===== src/rtl/fetch_pkg.sv =====
// Shared types and default sizing for the fetch queue: FSM states and the
// queue entry layout at default widths.
package fetch_pkg;

    localparam int DEF_PC_W    = 16;
    localparam int DEF_INSTR_W = 16;
    localparam int DEF_DEPTH   = 4;

    typedef enum logic {
        IDLE = 1'b0,
        RUN  = 1'b1
    } fetch_state_t;

    typedef struct packed {
        logic [DEF_PC_W-1:0]    pc;
        logic [DEF_INSTR_W-1:0] instr;
    } fetch_entry_t;

endpackage


===== src/rtl/fetch_queue_if.sv =====
// Fetch-to-decode handshake: head instruction, its PC and queue occupancy.
interface fetch_queue_if
    import fetch_pkg::*;
#(
    parameter int PC_W    = DEF_PC_W,
    parameter int INSTR_W = DEF_INSTR_W,
    parameter int DEPTH   = DEF_DEPTH
);

    logic                       instr_valid_o;
    logic                       instr_ready_i;
    logic [INSTR_W-1:0]         instr_o;
    logic [PC_W-1:0]            instr_pc_o;
    logic [$clog2(DEPTH+1)-1:0] count_o;

    modport master (
        output instr_valid_o,
        output instr_o,
        output instr_pc_o,
        output count_o,
        input  instr_ready_i
    );

    modport slave (
        input  instr_valid_o,
        input  instr_o,
        input  instr_pc_o,
        input  count_o,
        output instr_ready_i
    );

endinterface


===== src/rtl/fetch_fifo.sv =====
// Prefetch queue storage: DEPTH-entry synchronous FIFO with flush,
// wrap-around pointers and an occupancy count.
module fetch_fifo
    import fetch_pkg::*;
#(
    parameter int  DEPTH   = DEF_DEPTH,
    parameter type entry_t = fetch_entry_t,
    localparam int CNT_W   = $clog2(DEPTH+1)
) (
    input  logic             clk,
    input  logic             rst,
    input  logic             push,
    input  logic             pop,
    input  logic             flush,
    input  entry_t           wrData,
    output entry_t           rdData,
    output logic             empty,
    output logic             full,
    output logic [CNT_W-1:0] count
);

    localparam int PTR_W = $clog2(DEPTH);

    if (DEPTH < 2 || (DEPTH & (DEPTH - 1)) != 0) begin : gBadDepth
        $error("fetch_fifo: DEPTH must be a power of two, at least 2");
    end

    entry_t           mem [DEPTH];
    logic [PTR_W-1:0] rdPtr;
    logic [PTR_W-1:0] wrPtr;
    logic             doPush;
    logic             doPop;

    assign empty  = (count == '0);
    assign full   = (count == CNT_W'(DEPTH));
    assign doPop  = pop && !empty;
    assign doPush = push && (!full || doPop);
    assign rdData = mem[rdPtr];

    // NOTE: the storage array is deliberately not reset; count alone decides
    // which slots hold meaningful data, so stale contents are never visible.
    always_ff @(posedge clk) begin
        if (doPush) begin
            mem[wrPtr] <= wrData;
        end
    end

    // Power-of-two depth lets the pointers wrap by plain overflow.
    always_ff @(posedge clk) begin
        if (rst || flush) begin
            rdPtr <= '0;
            wrPtr <= '0;
            count <= '0;
        end else begin
            if (doPush) begin
                wrPtr <= wrPtr + 1'b1;
            end
            if (doPop) begin
                rdPtr <= rdPtr + 1'b1;
            end
            case ({doPush, doPop})
                2'b10:   count <= count + 1'b1;
                2'b01:   count <= count - 1'b1;
                default: ;
            endcase
        end
    end

    // A push offered at full without a matching pop would be silently lost.
    assert property (@(posedge clk) disable iff (rst) push |-> (!full || pop));
    assert property (@(posedge clk) disable iff (rst) count <= CNT_W'(DEPTH));

endmodule


===== src/rtl/fetch_queue.sv =====
// Fetch stage: owns the PC, reads the combinational ROM and buffers
// PC-tagged instructions for decode, with start/branch redirect and flush.
module fetch_queue
    import fetch_pkg::*;
#(
    parameter int PC_W    = DEF_PC_W,
    parameter int INSTR_W = DEF_INSTR_W,
    parameter int DEPTH   = DEF_DEPTH
) (
    input  logic               clk,
    input  logic               rst,
    input  logic               start_i,
    input  logic [PC_W-1:0]    start_address_i,
    input  logic               branch_i,
    input  logic [PC_W-1:0]    branchloc_i,
    output logic [PC_W-1:0]    imem_addr_o,
    input  logic [INSTR_W-1:0] imem_data_i,
    fetch_queue_if.master      dec,
    output logic [PC_W-1:0]    pc
);

    localparam int CNT_W = $clog2(DEPTH+1);

    typedef struct packed {
        logic [PC_W-1:0]    pc;
        logic [INSTR_W-1:0] instr;
    } queueEntry_t;

    fetch_state_t     state;
    logic [PC_W-1:0]  fetchPc;
    logic             redirect;
    logic             push;
    logic             pop;
    logic             valid;
    logic             empty;
    logic             full;
    logic [CNT_W-1:0] count;
    queueEntry_t      tail;
    queueEntry_t      head;

    // Head valid comes from queue state only, never from instr_ready_i.
    assign valid    = !empty;
    assign pop      = valid && dec.instr_ready_i;
    assign redirect = start_i || (branch_i && state == RUN);
    assign push     = (state == RUN) && !redirect && (!full || pop);
    assign tail     = '{pc: fetchPc, instr: imem_data_i};

    fetch_fifo #(
        .DEPTH   (DEPTH),
        .entry_t (queueEntry_t)
    ) uFifo (
        .clk    (clk),
        .rst    (rst),
        .push   (push),
        .pop    (pop),
        .flush  (redirect),
        .wrData (tail),
        .rdData (head),
        .empty  (empty),
        .full   (full),
        .count  (count)
    );

    // NOTE: non-blocking assignments so every register sees pre-edge values
    // regardless of the order the simulator evaluates processes.
    always_ff @(posedge clk) begin
        if (rst) begin
            state   <= IDLE;
            fetchPc <= '0;
        end else if (start_i) begin
            state   <= RUN;
            fetchPc <= start_address_i;
        end else if (branch_i && state == RUN) begin
            fetchPc <= branchloc_i;
        end else if (push) begin
            fetchPc <= fetchPc + 1'b1;
        end
    end

    assign imem_addr_o       = fetchPc;
    assign pc                = fetchPc;
    assign dec.instr_valid_o = valid;
    assign dec.instr_o       = valid ? head.instr : '0;
    assign dec.instr_pc_o    = valid ? head.pc : '0;
    assign dec.count_o       = count;

    // IDLE is only reachable through reset, which always empties the queue.
    assert property (@(posedge clk) disable iff (rst) (state == IDLE) |-> empty);

endmodule


===== src/flat_wrapper.sv =====
// flat-port wrapper written by rule: the top's interface ports become plain ports
module fetch_queue_flat import fetch_pkg::*;
#(
    parameter int PC_W    = DEF_PC_W,
    parameter int INSTR_W = DEF_INSTR_W,
    parameter int DEPTH   = DEF_DEPTH
)
  (clk, rst, start_i, start_address_i, branch_i, branchloc_i, imem_addr_o, imem_data_i, pc, dec_instr_valid_o, dec_instr_o, dec_instr_pc_o, dec_count_o, dec_instr_ready_i);
  fetch_queue_if #(.PC_W(PC_W), .INSTR_W(INSTR_W), .DEPTH(DEPTH)) dec_i ();
  input  logic clk;
  input  logic rst;
  input  logic start_i;
  input  logic [PC_W-1:0] start_address_i;
  input  logic branch_i;
  input  logic [PC_W-1:0] branchloc_i;
  output logic [PC_W-1:0] imem_addr_o;
  input  logic [INSTR_W-1:0] imem_data_i;
  output logic [PC_W-1:0] pc;
  output wire logic [$bits(dec_i.instr_valid_o)-1:0] dec_instr_valid_o;
  output wire logic [$bits(dec_i.instr_o)-1:0] dec_instr_o;
  output wire logic [$bits(dec_i.instr_pc_o)-1:0] dec_instr_pc_o;
  output wire logic [$bits(dec_i.count_o)-1:0] dec_count_o;
  input wire logic [$bits(dec_i.instr_ready_i)-1:0] dec_instr_ready_i;
  assign dec_instr_valid_o = dec_i.instr_valid_o;
  assign dec_instr_o = dec_i.instr_o;
  assign dec_instr_pc_o = dec_i.instr_pc_o;
  assign dec_count_o = dec_i.count_o;
  assign dec_i.instr_ready_i = dec_instr_ready_i;
  fetch_queue #(.PC_W(PC_W), .INSTR_W(INSTR_W), .DEPTH(DEPTH)) u_core (.clk(clk), .rst(rst), .start_i(start_i), .start_address_i(start_address_i), .branch_i(branch_i), .branchloc_i(branchloc_i), .imem_addr_o(imem_addr_o), .imem_data_i(imem_data_i), .dec(dec_i), .pc(pc));
endmodule

===== config.mk =====
export PLATFORM = sky130hd
export DESIGN_NAME = fetch_queue_flat
export DESIGN_NICKNAME = d
export VERILOG_FILES = /design/src/rtl/fetch_pkg.sv /design/src/rtl/fetch_queue_if.sv /design/src/rtl/fetch_fifo.sv /design/src/rtl/fetch_queue.sv /design/src/flat_wrapper.sv
export SDC_FILE = /design/constraint.sdc
export NUM_CORES = 1
export LEC_CHECK = 0
export CELL_PAD_IN_SITES_DETAIL_PLACEMENT = 1
export CELL_PAD_IN_SITES_GLOBAL_PLACEMENT = 1
export CORE_ASPECT_RATIO = 1.75
export CORE_MARGIN = 2
export CORE_UTILIZATION = 58
export CTS_BUF_LIST = sky130_fd_sc_hd__clkbuf_4 sky130_fd_sc_hd__clkbuf_8
export CTS_CLUSTER_DIAMETER = 100
export CTS_CLUSTER_SIZE = 20
export DETAILED_ROUTE_END_ITERATION = 6
export DONT_BUFFER_PORTS = 1
export GPL_TIMING_DRIVEN = 0
export PLACE_DENSITY = 0.92
export SLEW_MARGIN = 20
export SYNTH_ARGS = -nofsm -noshare
export SYNTH_HDL_FRONTEND = slang
export SYNTH_SLANG_ARGS = --single-unit

===== constraint.sdc =====
create_clock -name clk -period 6.7 [get_ports clk]
set_input_delay 1.005 -clock clk [delete_from_list [all_inputs] [get_ports clk]]
set_output_delay 1.005 -clock clk [all_outputs]
set_load 0.1 [all_outputs]

==> out/qor.yml <==
clock_network:
  cts_root_buf: "clkbuf_8"
  path_clk_slew_ps: 90
  clock_sinks: 154
  cts_setup_buffers: 0
  insertion_delay_ps: 440
  cts_tree: "done"
  clk_path_buf_depth: 2
  post_cts_resized: 0
  htreeDepth: 4
  cts_hold_buffers: 0
  cts_inserted_buffers: 17
yosys:
  seq_area_frac_synth: 0.650
  netlist_instances: 446
  yosysTopAreaCellShare: 0.572
  yosysWarnings: 0
  synthTopCellsByArea: "edfxtp_1 57%, mux4_2 11%, dfxtp_1 7.7%, and2_1 3.2%, buf_4 1.8%"
  ys_ff_latch: 154
  syn-cell-area_um2: 6720
  synth_enable_flop_cells: 128
  post_synth.cell_area_avg_um2: 15.1
  syn_nets: 506
  synth.distinct_cells: 57
  synth_async_sr_flop_share: 0
  synth.largest_area_cell: "edfxtp_1"
  synth_ff_type: "edfxtp_1"
floorplan:
  initial_core_util: 0.587
  die_h_um: 146
  rows: 52
  die_w_um: 85.4
  coreArea_um2: 11500
  num_io_pins: 121
  dieArea_um2: 12500
setup_path:
  critPathArrivalTime_ps: 3750
  r2r_start: "u_core.uFifo.count[2]"
  critPathBufInv: 2
  cp_max_fo: 10
  reg2reg_depth: 11
  r2r_slack_ps: 3180
  cp-start-kind: "flip-flop"
  worst_r2r_endpoint: "u_core.uFifo.count[2]"
  slowest_stage: "dfxtp_1"
  crit_path_cell_trace: "or3_1 -> clkbuf_1 -> clkbuf_2 -> and2_1"
  cp-end-kind: "output port"
  worstSetupPathType: "reg2out"
  required_ps: 5690
  cpPeakStageDelay_ps: 1110
  crit_family: "simple AND/OR/NAND/NOR gates"
power:
  p_per_area_nw_per_um2: 280
  power_switching_mw: 0.600
  leakagePower_nw: 2.39
  internal_power_mw: 1.48
  pwr-share-seq: 0.554
  swShare: 0.289
  clockPowerShare: 0.351
  pwr-share-comb: 0.095
  total_power_mw: 2.08
  peakVddDrop_v: 0.000196
global_routing:
  grt_pass1_vias: 4364
  antenna_found_initial: 0
  grt_overflow: 0
  grt_max_degree: 21
  grt_pass1_wl_um: 25700
  gr-usage-all-layers: 0.277
final_layout:
  layout-drive-gt1-share: 0.243
  diodes: 0
  area_growth_pct: 10.6
  fill_cells: 1042
  nNetsFinal: 529
placement:
  hpwl_um: 11100
  place.gp.congestion: 0.898
  io_buffers: 0
sta:
  hold_violations: 0
  period_needed_ps: 4750
  timing.final.crit_share: 0.709
  relSlewSlack: 0.215
  grt_setup_unrepaired: "no"
  finalSetupViolations: 0
  slew_viol_final: 0
  fin_setup_tns_ps: 0
  worstMarginPinSlew_ps: 1180
  skew_ps: 10.7
  fmax_mhz: 211
flow_run:
  max_cap_viol_count: 0
route:
  drt_iter0_markers: 240
  routed_wl_um: 16600
  dr.pass1.iters: 5
  drtAntennaViolNets: 0
  drc_errors: 0
  vias: 4009
  vias_per_cell: 6.50
  wl_per_cell_um: 26.9
hold_path:
  hold_path.class: "reg2reg"
  hold_depth: 2
  hp-start: "u_core.uFifo.wrPtr[1]"
  worstHoldEndpoint: "u_core.uFifo.wrPtr[1]"
status:
  outcome: "finished clean"
## synthesized netlist by cell type, drive strengths merged (2+ instances only)
master	instances
edfxtp	128
and2	34
mux4	32
buf	28
dfxtp	26
nor2	21
nand2	19
clkbuf	14
a21oi	13
inv	11
nand3	10
nor3	8
o21ai	7
a211oi	6
ha	6
xnor2	6
xor2	5
a211o	4
and3	4
nor2b	4
nor4	4
o22ai	4
a311oi	3
a31oi	3
nand4	3
nor3b	3
nor4b	3
o211ai	3
o31a	3
or3	3
a221o	2
a22oi	2
nand2b	2
o41ai	2
## routing by layer
metal	vias to the layer above	part of all wire	GRT usage	wire length, µm
met4	0	0.031	0.106	510
met1	2044	0.35	0.318	5770
met2	164	0.57	0.495	9460
met5	-	0	0	0
li1	1762	-	-	-
met3	39	0.051	0.0633	854
## metrics by stage
| step | instances | utilization | worst slack [ps] | hold WS (ps) | cell area [µm²] |
|---|---|---|---|---|---|
| 3_3_place_gp | 581 | 0.601 | 1940 | 483 | 6890 |
| 6_report | 617 | 0.649 | 1950 | 522 | 7430 |
| 5_1_grt | 617 | 0.649 | 1820 | 565 | 7430 |
| 3_5_place_dp | 585 | 0.613 | 2450 | 512 | 7020 |
| 4_1_cts | 617 | 0.649 | 1900 | 527 | 7430 |
| 2_1_floorplan | 446 | - | 2380 | 469 | 6720 |
## state kept, by name, indices dropped and copies added (netlist names), named ones only
signal	count
u_core.imem_addr_o	16
u_core.state	1
u_core.uFifo.mem	128
u_core.uFifo.count	3
u_core.uFifo.rdPtr	2
u_core.uFifo.wrPtr	2
## worst max-delay path by stage
stage	start	endpoint	cells after the start
after floorplan	u_core.uFifo.count[0]	dec_instr_o[10]	4
after global placement	u_core.uFifo.count[0]	dec_instr_o[9]	4
after detailed placement	u_core.uFifo.count[0]	dec_instr_o[9]	4
after CTS	u_core.uFifo.count[0]	dec_instr_o[9]	4
after global routing	u_core.uFifo.count[0]	dec_instr_o[9]	4
final	u_core.uFifo.count[0]	dec_instr_o[9]	4
## logic make-up (layout without fill, tap and decap cells)
kind of cell               count (synthesis)  in the layout  share of synthesized area
DFF                                      154            154                      0.650
and+or+nand+nor                          122            122                      0.101
AOI/OAI and AO/OA                         65             65                     0.0706
buffers and inverters                     53             89                     0.0399
muxes                                     34             34                      0.110
xor gates and xnor gates                  11             11                     0.0143
adders and majority gates                  7              7                     0.0142
## worst register-to-register path: stages (launching register included)
cell and delay (ps):
dfxtp_1 1060, or4b_1 500, buf_2 200, nand2_1 160, nor2_1 120, inv_1 80
ha_1 190, inv_1 90, fa_1 410, xor2_1 180, or3_1 320, a21oi_1 140
## power groups by stage
stage | clock network (mW) | logic (mW) | registers (mW)
6_report | 0.730 | 0.197 | 1.15
2_1_floorplan | 0 | 0.169 | 1.16
3_5_place_dp | 0 | 0.196 | 1.17
3_3_place_gp | 0 | 0.188 | 1.17
4_1_cts | 0.735 | 0.197 | 1.15
5_1_grt | 0.775 | 0.207 | 1.15
## cell usage in the layout (no fill, tap or decap), types with 4 or more instances in the layout
master	synthesis	final
a211o_1	4	4
a211oi_1	6	6
a21oi_1	13	13
and2_1	34	34
and3_2	0	4
buf_1	5	5
buf_16	0	4
buf_2	7	7
buf_4	16	16
clkbuf_1	14	13
clkbuf_8	0	17
clkinv_4	0	4
dfxtp_1	26	10
dfxtp_2	0	16
edfxtp_1	128	128
ha_1	6	6
inv_1	11	11
mux4_2	32	32
nand2_1	19	19
nand3_1	10	10
nor2_1	21	21
nor2b_1	4	4
nor3_1	8	8
nor4_1	4	4
o21ai_0	7	7
o22ai_1	4	4
xnor2_1	6	6
xor2_1	5	5
## final cells by class
class	count	area, µm²	area share
plain buffers	42	228	0.0306
clock buffers	17	234	0.0315
clock inverters	15	175	0.0236
inverters	11	41.3	0.00556
multi-input cells	239	2090	0.281
flip-flops and latches	154	4380	0.590
well taps	135	169	0.0227
repair buffers	4	110	0.0148
Note: power is estimated with default switching activity, not from simulation.
